## src/rtl/jpeg_pkg.sv

```systemverilog
// Shared JPEG encoder definitions: block geometry defaults, component tags,
// and the quantizer-control FSM state encoding.
package jpeg_pkg;

  localparam int unsigned MCU_SIZE_DEF      = 8;
  localparam int unsigned QUAN_BITWIDTH_DEF = 16;

  // Colour component carried alongside each 8x8 block
  typedef enum logic [1:0] {
    COMP_Y  = 2'd0,
    COMP_CB = 2'd1,
    COMP_CR = 2'd2
  } comp_e;

  // Quantizer control states
  typedef enum logic [1:0] {
    ST_CFG   = 2'd0,
    ST_RUN   = 2'd1,
    ST_DRAIN = 2'd2
  } qstate_e;

endpackage

```

## src/rtl/quant_table_bank.sv

```systemverilog
// One quantization table bank: single write port, whole table read in parallel.
// Ports:
//   clk, n_rst : clock, async active-low reset (clears every entry)
//   we         : write strobe
//   addr       : raster index i*MCU_SIZE+j
//   data       : entry value
//   tbl        : full table, tbl[i][j] = entry at raster index i*MCU_SIZE+j
module quant_table_bank
  import jpeg_pkg::*;
#(
  parameter int unsigned MCU_SIZE      = MCU_SIZE_DEF,
  parameter int unsigned QUAN_BITWIDTH = QUAN_BITWIDTH_DEF
) (
  input  logic                                               clk,
  input  logic                                               n_rst,
  input  logic                                               we,
  input  logic [$clog2(MCU_SIZE*MCU_SIZE)-1:0]               addr,
  input  logic [QUAN_BITWIDTH-1:0]                           data,
  output logic [MCU_SIZE-1:0][MCU_SIZE-1:0][QUAN_BITWIDTH-1:0] tbl
);

  localparam int unsigned N_ENTRY = MCU_SIZE * MCU_SIZE;

  logic [N_ENTRY-1:0][QUAN_BITWIDTH-1:0] mem;

  // Entry storage; out-of-range addresses (non power-of-two sizes) are dropped
  always_ff @(posedge clk or negedge n_rst) begin
    if (!n_rst) begin
      mem <= '0;
    end else if (we && (32'(addr) < N_ENTRY)) begin
      mem[addr] <= data;
    end
  end

  // Flat raster order and the 2-D packed view share the same bit layout
  assign tbl = mem;

endmodule

```

## src/rtl/quant_ctrl.sv

```systemverilog
// Quantizer control: holds luma/chroma tables, selects the table for each
// accepted block, tracks the quantizer's 2-cycle latency with tag stages,
// and sequences table reload (CFG) / streaming (RUN) / flush (DRAIN).
// Ports:
//   clk, n_rst          : clock, async active-low reset
//   cfg_req             : request table-load mode (RUN -> DRAIN -> CFG)
//   cfg_we/tbl/addr/data: table entry write, honoured only in CFG
//   cfg_done            : pulse ending table-load mode (CFG -> RUN)
//   s_valid/s_comp      : input block present and its component tag
//   s_ready             : input block accepted this cycle (combinational)
//   m_valid/m_comp      : quantized block present and its tag
//   m_ready             : downstream accepts the output block
//   quan_table          : table driven to the quantizer datapath
//   q_wait              : quantizer pipeline stall (combinational)
//   state_o             : current FSM state
module quant_ctrl
  import jpeg_pkg::*;
#(
  parameter int unsigned MCU_SIZE      = MCU_SIZE_DEF,
  parameter int unsigned QUAN_BITWIDTH = QUAN_BITWIDTH_DEF
) (
  input  logic                                                 clk,
  input  logic                                                 n_rst,
  input  logic                                                 cfg_req,
  input  logic                                                 cfg_we,
  input  logic                                                 cfg_tbl,
  input  logic [$clog2(MCU_SIZE*MCU_SIZE)-1:0]                 cfg_addr,
  input  logic [QUAN_BITWIDTH-1:0]                             cfg_data,
  input  logic                                                 cfg_done,
  input  logic                                                 s_valid,
  input  logic [1:0]                                           s_comp,
  output logic                                                 s_ready,
  output logic                                                 m_valid,
  output logic [1:0]                                           m_comp,
  input  logic                                                 m_ready,
  output logic [MCU_SIZE-1:0][MCU_SIZE-1:0][QUAN_BITWIDTH-1:0] quan_table,
  output logic                                                 q_wait,
  output logic [1:0]                                           state_o
);

  qstate_e    state;
  logic       v1, v2;
  logic [1:0] c1, c2;
  logic       adv;
  logic       luma_we, chroma_we;

  logic [MCU_SIZE-1:0][MCU_SIZE-1:0][QUAN_BITWIDTH-1:0] luma_tbl;
  logic [MCU_SIZE-1:0][MCU_SIZE-1:0][QUAN_BITWIDTH-1:0] chroma_tbl;

  // Pipeline advances unless a valid output is being back-pressured
  assign adv     = !(v2 && !m_ready);
  assign q_wait  = !adv;
  assign s_ready = adv && (state == ST_RUN);
  assign m_valid = v2;
  assign m_comp  = c2;
  assign state_o = state;

  // Writes only land while in CFG, including the cycle carrying cfg_done
  assign luma_we   = cfg_we && (state == ST_CFG) && !cfg_tbl;
  assign chroma_we = cfg_we && (state == ST_CFG) &&  cfg_tbl;

  quant_table_bank #(
    .MCU_SIZE      (MCU_SIZE),
    .QUAN_BITWIDTH (QUAN_BITWIDTH)
  ) u_luma_bank (
    .clk   (clk),
    .n_rst (n_rst),
    .we    (luma_we),
    .addr  (cfg_addr),
    .data  (cfg_data),
    .tbl   (luma_tbl)
  );

  quant_table_bank #(
    .MCU_SIZE      (MCU_SIZE),
    .QUAN_BITWIDTH (QUAN_BITWIDTH)
  ) u_chroma_bank (
    .clk   (clk),
    .n_rst (n_rst),
    .we    (chroma_we),
    .addr  (cfg_addr),
    .data  (cfg_data),
    .tbl   (chroma_tbl)
  );

  // Mode sequencing; DRAIN waits until both tag stages are empty
  always_ff @(posedge clk or negedge n_rst) begin
    if (!n_rst) begin
      state <= ST_CFG;
    end else begin
      case (state)
        ST_CFG:   if (cfg_done)   state <= ST_RUN;
        ST_RUN:   if (cfg_req)    state <= ST_DRAIN;
        ST_DRAIN: if (!v1 && !v2) state <= ST_CFG;
        default:                  state <= ST_CFG;
      endcase
    end
  end

  // Latency-matching tag stages; all hold while stalled
  always_ff @(posedge clk or negedge n_rst) begin
    if (!n_rst) begin
      v1 <= 1'b0;
      v2 <= 1'b0;
      c1 <= '0;
      c2 <= '0;
    end else if (adv) begin
      v2 <= v1;
      c2 <= c1;
      v1 <= s_valid && s_ready;
      c1 <= s_comp;
    end
  end

  // Table presented to the quantizer; anything other than Y uses chroma
  always_ff @(posedge clk or negedge n_rst) begin
    if (!n_rst) begin
      quan_table <= '0;
    end else if (s_valid && adv) begin
      quan_table <= (s_comp == COMP_Y) ? luma_tbl : chroma_tbl;
    end
  end

endmodule

```

## config.mk

```make
export PLATFORM = sky130hd
export DESIGN_NAME = quant_ctrl
export DESIGN_NICKNAME = d
export VERILOG_FILES = /design/src/rtl/jpeg_pkg.sv /design/src/rtl/quant_table_bank.sv /design/src/rtl/quant_ctrl.sv
export SDC_FILE = /design/constraint.sdc
export NUM_CORES = 2
export LEC_CHECK = 0
export CAP_MARGIN = 0
export CORE_MARGIN = 3
export CORE_UTILIZATION = 45
export CTS_BUF_LIST = sky130_fd_sc_hd__clkbuf_4 sky130_fd_sc_hd__clkbuf_8
export DETAILED_ROUTE_END_ITERATION = 6
export DONT_BUFFER_PORTS = 1
export PLACE_DENSITY = 0.72
export SLEW_MARGIN = 40
export SYNTH_ARGS = -nofsm -noshare
export SYNTH_HDL_FRONTEND = slang
export SYNTH_SLANG_ARGS = --single-unit
```

## constraint.sdc

```tcl
create_clock -name clk -period 5.4 [get_ports clk]
set_input_delay 0.81 -clock clk [delete_from_list [all_inputs] [get_ports clk]]
set_output_delay 0.81 -clock clk [all_outputs]
set_load 0.01 [all_outputs]
```

==> metrics.csv <==
stage,metric,value,unit
pwr,P_leak,65.2,nW
drt,Routed WL,411000,um
cells_and_area,final instance area,141000,um^2
die,Total Die Area,285000,um^2
drt,DRT met1 WL,152000,um
cells_and_area,synth-to-layout area growth,12.6,%
drt,routed wl met3,49000,um
worst_setup_path,CP Launch Type,primary input,
sta,Slew HR,31.6,%
synth,"count leader, synth",dfrtp_1,
pwr,pwr/cell area,418,nW/um^2
worst_setup_path,crit-path most repeated cell,buf_16,
die,Initial Util,45.3,%
synth,"FF+latch count, synth",3080,
sta,Final Cycle Share,90.2,%
pwr,maximum vdd ir drop,302,uV
pwr,Internal,40.7,mW
place,gpl congestion,0.819,
drt,post-DR wirelength/cell,28.8,um
synth,Post-Synthesis Cells,10400,
synth,area share of the largest cell type after synthesis,61.4,%
clock_network,H-tree Lvls,5,
synth,Netlist cell types,39,
worst_setup_path,Critical path buffers and inverters,15,
min_path,hold path depth,3,
place,post-place setup slack,-0.841,ns
die,# IOs,1063,
place,HPWL after DPL,228000,um
worst_setup_path,R2R cell count,7,
worst_setup_path,FF-to-FF End,u_chroma_bank.tbl[824]$_DFFE_PN0P_,
drt,post-route ant nets,0,
synth,register area share after synthesis,61.4,%
synth,commonest cells in the netlist,"dfrtp_1 (3080), nand2_1 (2060), mux2_2 (1902), a21oi_1 (1024), a31oi_1 (1024)",
sta,Hold Slack,0.185,ns
drt,DRT Pass-1 Iters,6,
die,die height,534,um
place,placed instance area,130000,um^2
cells_and_area,nets@finish,10200,
worst_setup_path,worst reg2reg path startpoint,state_o[1]$_DFFE_PN0P_,
sta,Final Hold Fails,0,
run_status,outcome,finished clean,
drt,Vias,87200,
clock_network,number of CTS-inserted buffers,477,
synth,"area leader, netlist",dfrtp_1,
sta,RSZ-0062 raised after global routing,no,
sta,worst setup margin,0.530,ns
run,maxcap violations,0,
worst_setup_path,critical-path maximum fanout,117,
worst_setup_path,slowest cell delay on critical path,0.59,ns
global_routing,vias in the first global route,88100,
synth,Post-synth top flop,dfrtp_1,
place,PortBufs,0,
worst_setup_path,crit path kind,in2async,
die,core box area,277000,um^2
pwr,clock power share,35.2,%
global_routing,initial antenna violation count,22,
place,placed cells,13400,
sta,Pins Over Slew Limit,0,
sta,worst slew pin tran,1.03,ns
worst_setup_path,Crit path max-delay family,buffers and inverters,
worst_setup_path,CP arrival,6.08,ns
clock_network,worst skew pair latency,1.08,ns
die,std cell rows,193,
drt,Iteration-0 DRC Markers,8170,
cells_and_area,"Cell Count, Final, Fillers Out",14300,
clock_network,clock tree buffer depth,4,
clock_network,CTS tree,done,
sta,crit path time final,4.87,ns
pwr,switching fraction of total power,31.1,%
drt,DR top layer,met5,
global_routing,largest net degree at the start of global routing,210,
global_routing,global-route wire length before repair,602000,um
synth,Yosys Warn Count,0,
synth,Syn Nets,10400,
sta,fmax,0.205,GHz
cells_and_area,Multi-input gate area,44700,um^2
pwr,switching power,18.3,mW
clock_network,clk sink count,3080,
clock_network,Clock transition at path regs,0.06,ns
synth,"EDFF count, synth",0,
pwr,Logic pwr share,12.3,%
pwr,Reg power frac,52.4,%
clock_network,CTS root buffer,clkbuf_8,
global_routing,GRT Overall Usage,28.0,%
min_path,endpoint with the worst hold slack,u_luma_bank.tbl[255]$_DFFE_PN0P_,
worst_setup_path,Crit. End Element,asynchronous set/reset pin,
cells_and_area,fill count,23100,
drt,via/cell ratio,6.10,
synth,async set-reset flop share out of synthesis,100,%
sta,endpoints failing setup,0,
min_path,Hold WC Path Type,in2reg,
worst_setup_path,CP required,6.61,ns
drt,met2 wire length,182000,um
synth,largest cells by area after synthesis,"dfrtp_1 (61%), mux2_2 (17%), nand2_1 (6.2%), a31oi_1 (5.1%), a21oi_1 (4.1%)",
min_path,worst hold start,cfg_addr[2],
sta,skew final,0.0787,ns
die,Die X,534,um
synth,Mean Syn Cell Area,12.1,um^2
drt,drt drc,0,
worst_setup_path,critical path's slowest cell,dlygate4sd3_1,
synth,Mapped Area,126000,um^2
cells_and_area,register area,77100,um^2
cells_and_area,layout cell share with drive strength beyond 1,31.1,%
global_routing,gr ovfl total,0,
worst_setup_path,worst-path cell chain,dlygate4sd3_1 > buf_12 > buf_12 > buf_16 > buf_16 > buf_16 > buf_16 > buf_16 > buf_16 > buf_16 > buf_16 > buf_16 > buf_16 > buf_16 > clkbuf_16,
worst_setup_path,FF-to-FF setup slack,2.22,ns
## power groups by stage
stage          Sequential [mW]  Clock [mW]  Combinational [mW]
4_1_cts                   30.8        21.0                7.23
3_3_place_gp              31.0           0                6.10
5_1_grt                   31.2        22.0                7.97
3_5_place_dp              31.1           0                6.65
6_report                  31.0        20.8                7.27
2_1_floorplan             29.1           0                4.79
## worst max path at each step
stage | from | end | slack (ns) | cells past startpoint
final | n_rst | u_chroma_bank.tbl[497]$_DFFE_PN0P_ | 0.53 | 15
after global routing | n_rst | u_luma_bank.tbl[511]$_DFFE_PN0P_ | 0.17 | 15
after CTS | n_rst | u_luma_bank.tbl[572]$_DFFE_PN0P_ | 0.03 | 15
after detailed placement | n_rst | u_luma_bank.tbl[572]$_DFFE_PN0P_ | -0.84 | 12
after global placement | n_rst | u_chroma_bank.tbl[589]$_DFFE_PN0P_ | -2.45 | 7
after floorplan | m_ready | s_ready | 2.48 | 6
## kinds of logic (layout without fill, tap and decap cells)
logic type / count (synthesis) / after routing / synth area share [%]
buffers and inverters: 970 / 1155 / 3.33
AOI/OAI and AO/OA: 2052 / 2052 / 9.21
DFF: 3080 / 3080 / 61.4
and+or+nand+nor: 2225 / 2225 / 7.37
other: 0 / 25 / 0
muxes: 2048 / 2048 / 18.7
## registers in the layout, indices dropped and copies added (netlist names)
name / flops
c1: 2
m_comp: 2
m_valid: 1
quan_table: 1024
state_o: 2
u_chroma_bank.tbl: 1024
u_luma_bank.tbl: 1024
v1: 1
## through the flow
stage	utilization [%]	power, mW	setup TNS [ns]
after CTS	50.9	59.0	0
after floorplan	-	33.9	0
after detailed placement	46.8	37.8	-209.66
final	51.0	59.0	0
after global placement	46.2	37.1	-1445.45
after global routing	51.0	61.2	0
## tightest hold or removal path, delay by kind of cell
family	cells	cell delay, ns
muxes	1	0.22
and+or+nand+nor	2	0.20
## placed cells by master (no fill, tap or decap), drive strengths merged
| cell type | synthesis | routed |
|---|---|---|
| nor4bb | 1 | 1 |
| a32o | 1 | 1 |
| inv | 2 | 16 |
| bufinv | 0 | 7 |
| nand2b | 2 | 2 |
| diode | 0 | 25 |
| nor4b | 1 | 1 |
| nor3 | 58 | 58 |
| and3b | 6 | 6 |
| or3b | 3 | 3 |
| dfrtp | 3080 | 3080 |
| nor3b | 13 | 13 |
| mux2 | 2048 | 2048 |
| clkinv | 0 | 31 |
| dlygate4sd3 | 0 | 8 |
| nand3 | 65 | 65 |
| or2 | 1 | 1 |
| nand2 | 2060 | 2060 |
| clkinvlp | 0 | 4 |
| buf | 174 | 296 |
| nand3b | 8 | 8 |
| a211oi | 1 | 1 |
| nand4bb | 1 | 1 |
| or4b | 1 | 1 |
| and2 | 1 | 1 |
| o21ai | 2 | 2 |
| and3 | 2 | 2 |
| nor2 | 2 | 2 |
| a31oi | 1024 | 1024 |
| a21oi | 1024 | 1024 |
| clkbuf | 794 | 793 |
## layer usage
layer / vias to the layer above / global-route usage, %
li1: 36000 / -
met1: 45600 / 34.3
met2: 4486 / 41.8
met3: 1099 / 10.8
met4: 14 / 17.2
met5: - / 0
## layout make-up
cell class	instances	share of cell area, %
Multi-Input combinational cell	6325	31.6
Tap cell	3705	3.28
Inverter	2	0.00531
Timing Repair Buffer	310	3.28
Antenna cell	25	0.0443
Clock buffer	787	6.80
Clock inverter	56	0.469
Sequential cell	3080	54.5
## timing repair
action | in CTS | in global routing
endpoints found under the hold margin | 2039 | 0
resized for setup | 0 | 0
buffers inserted | 0 | 0
hold buffers | 47 | 0
endpoints found under the setup margin | 0 | 117
Note: power is estimated with default switching activity, not from simulation.
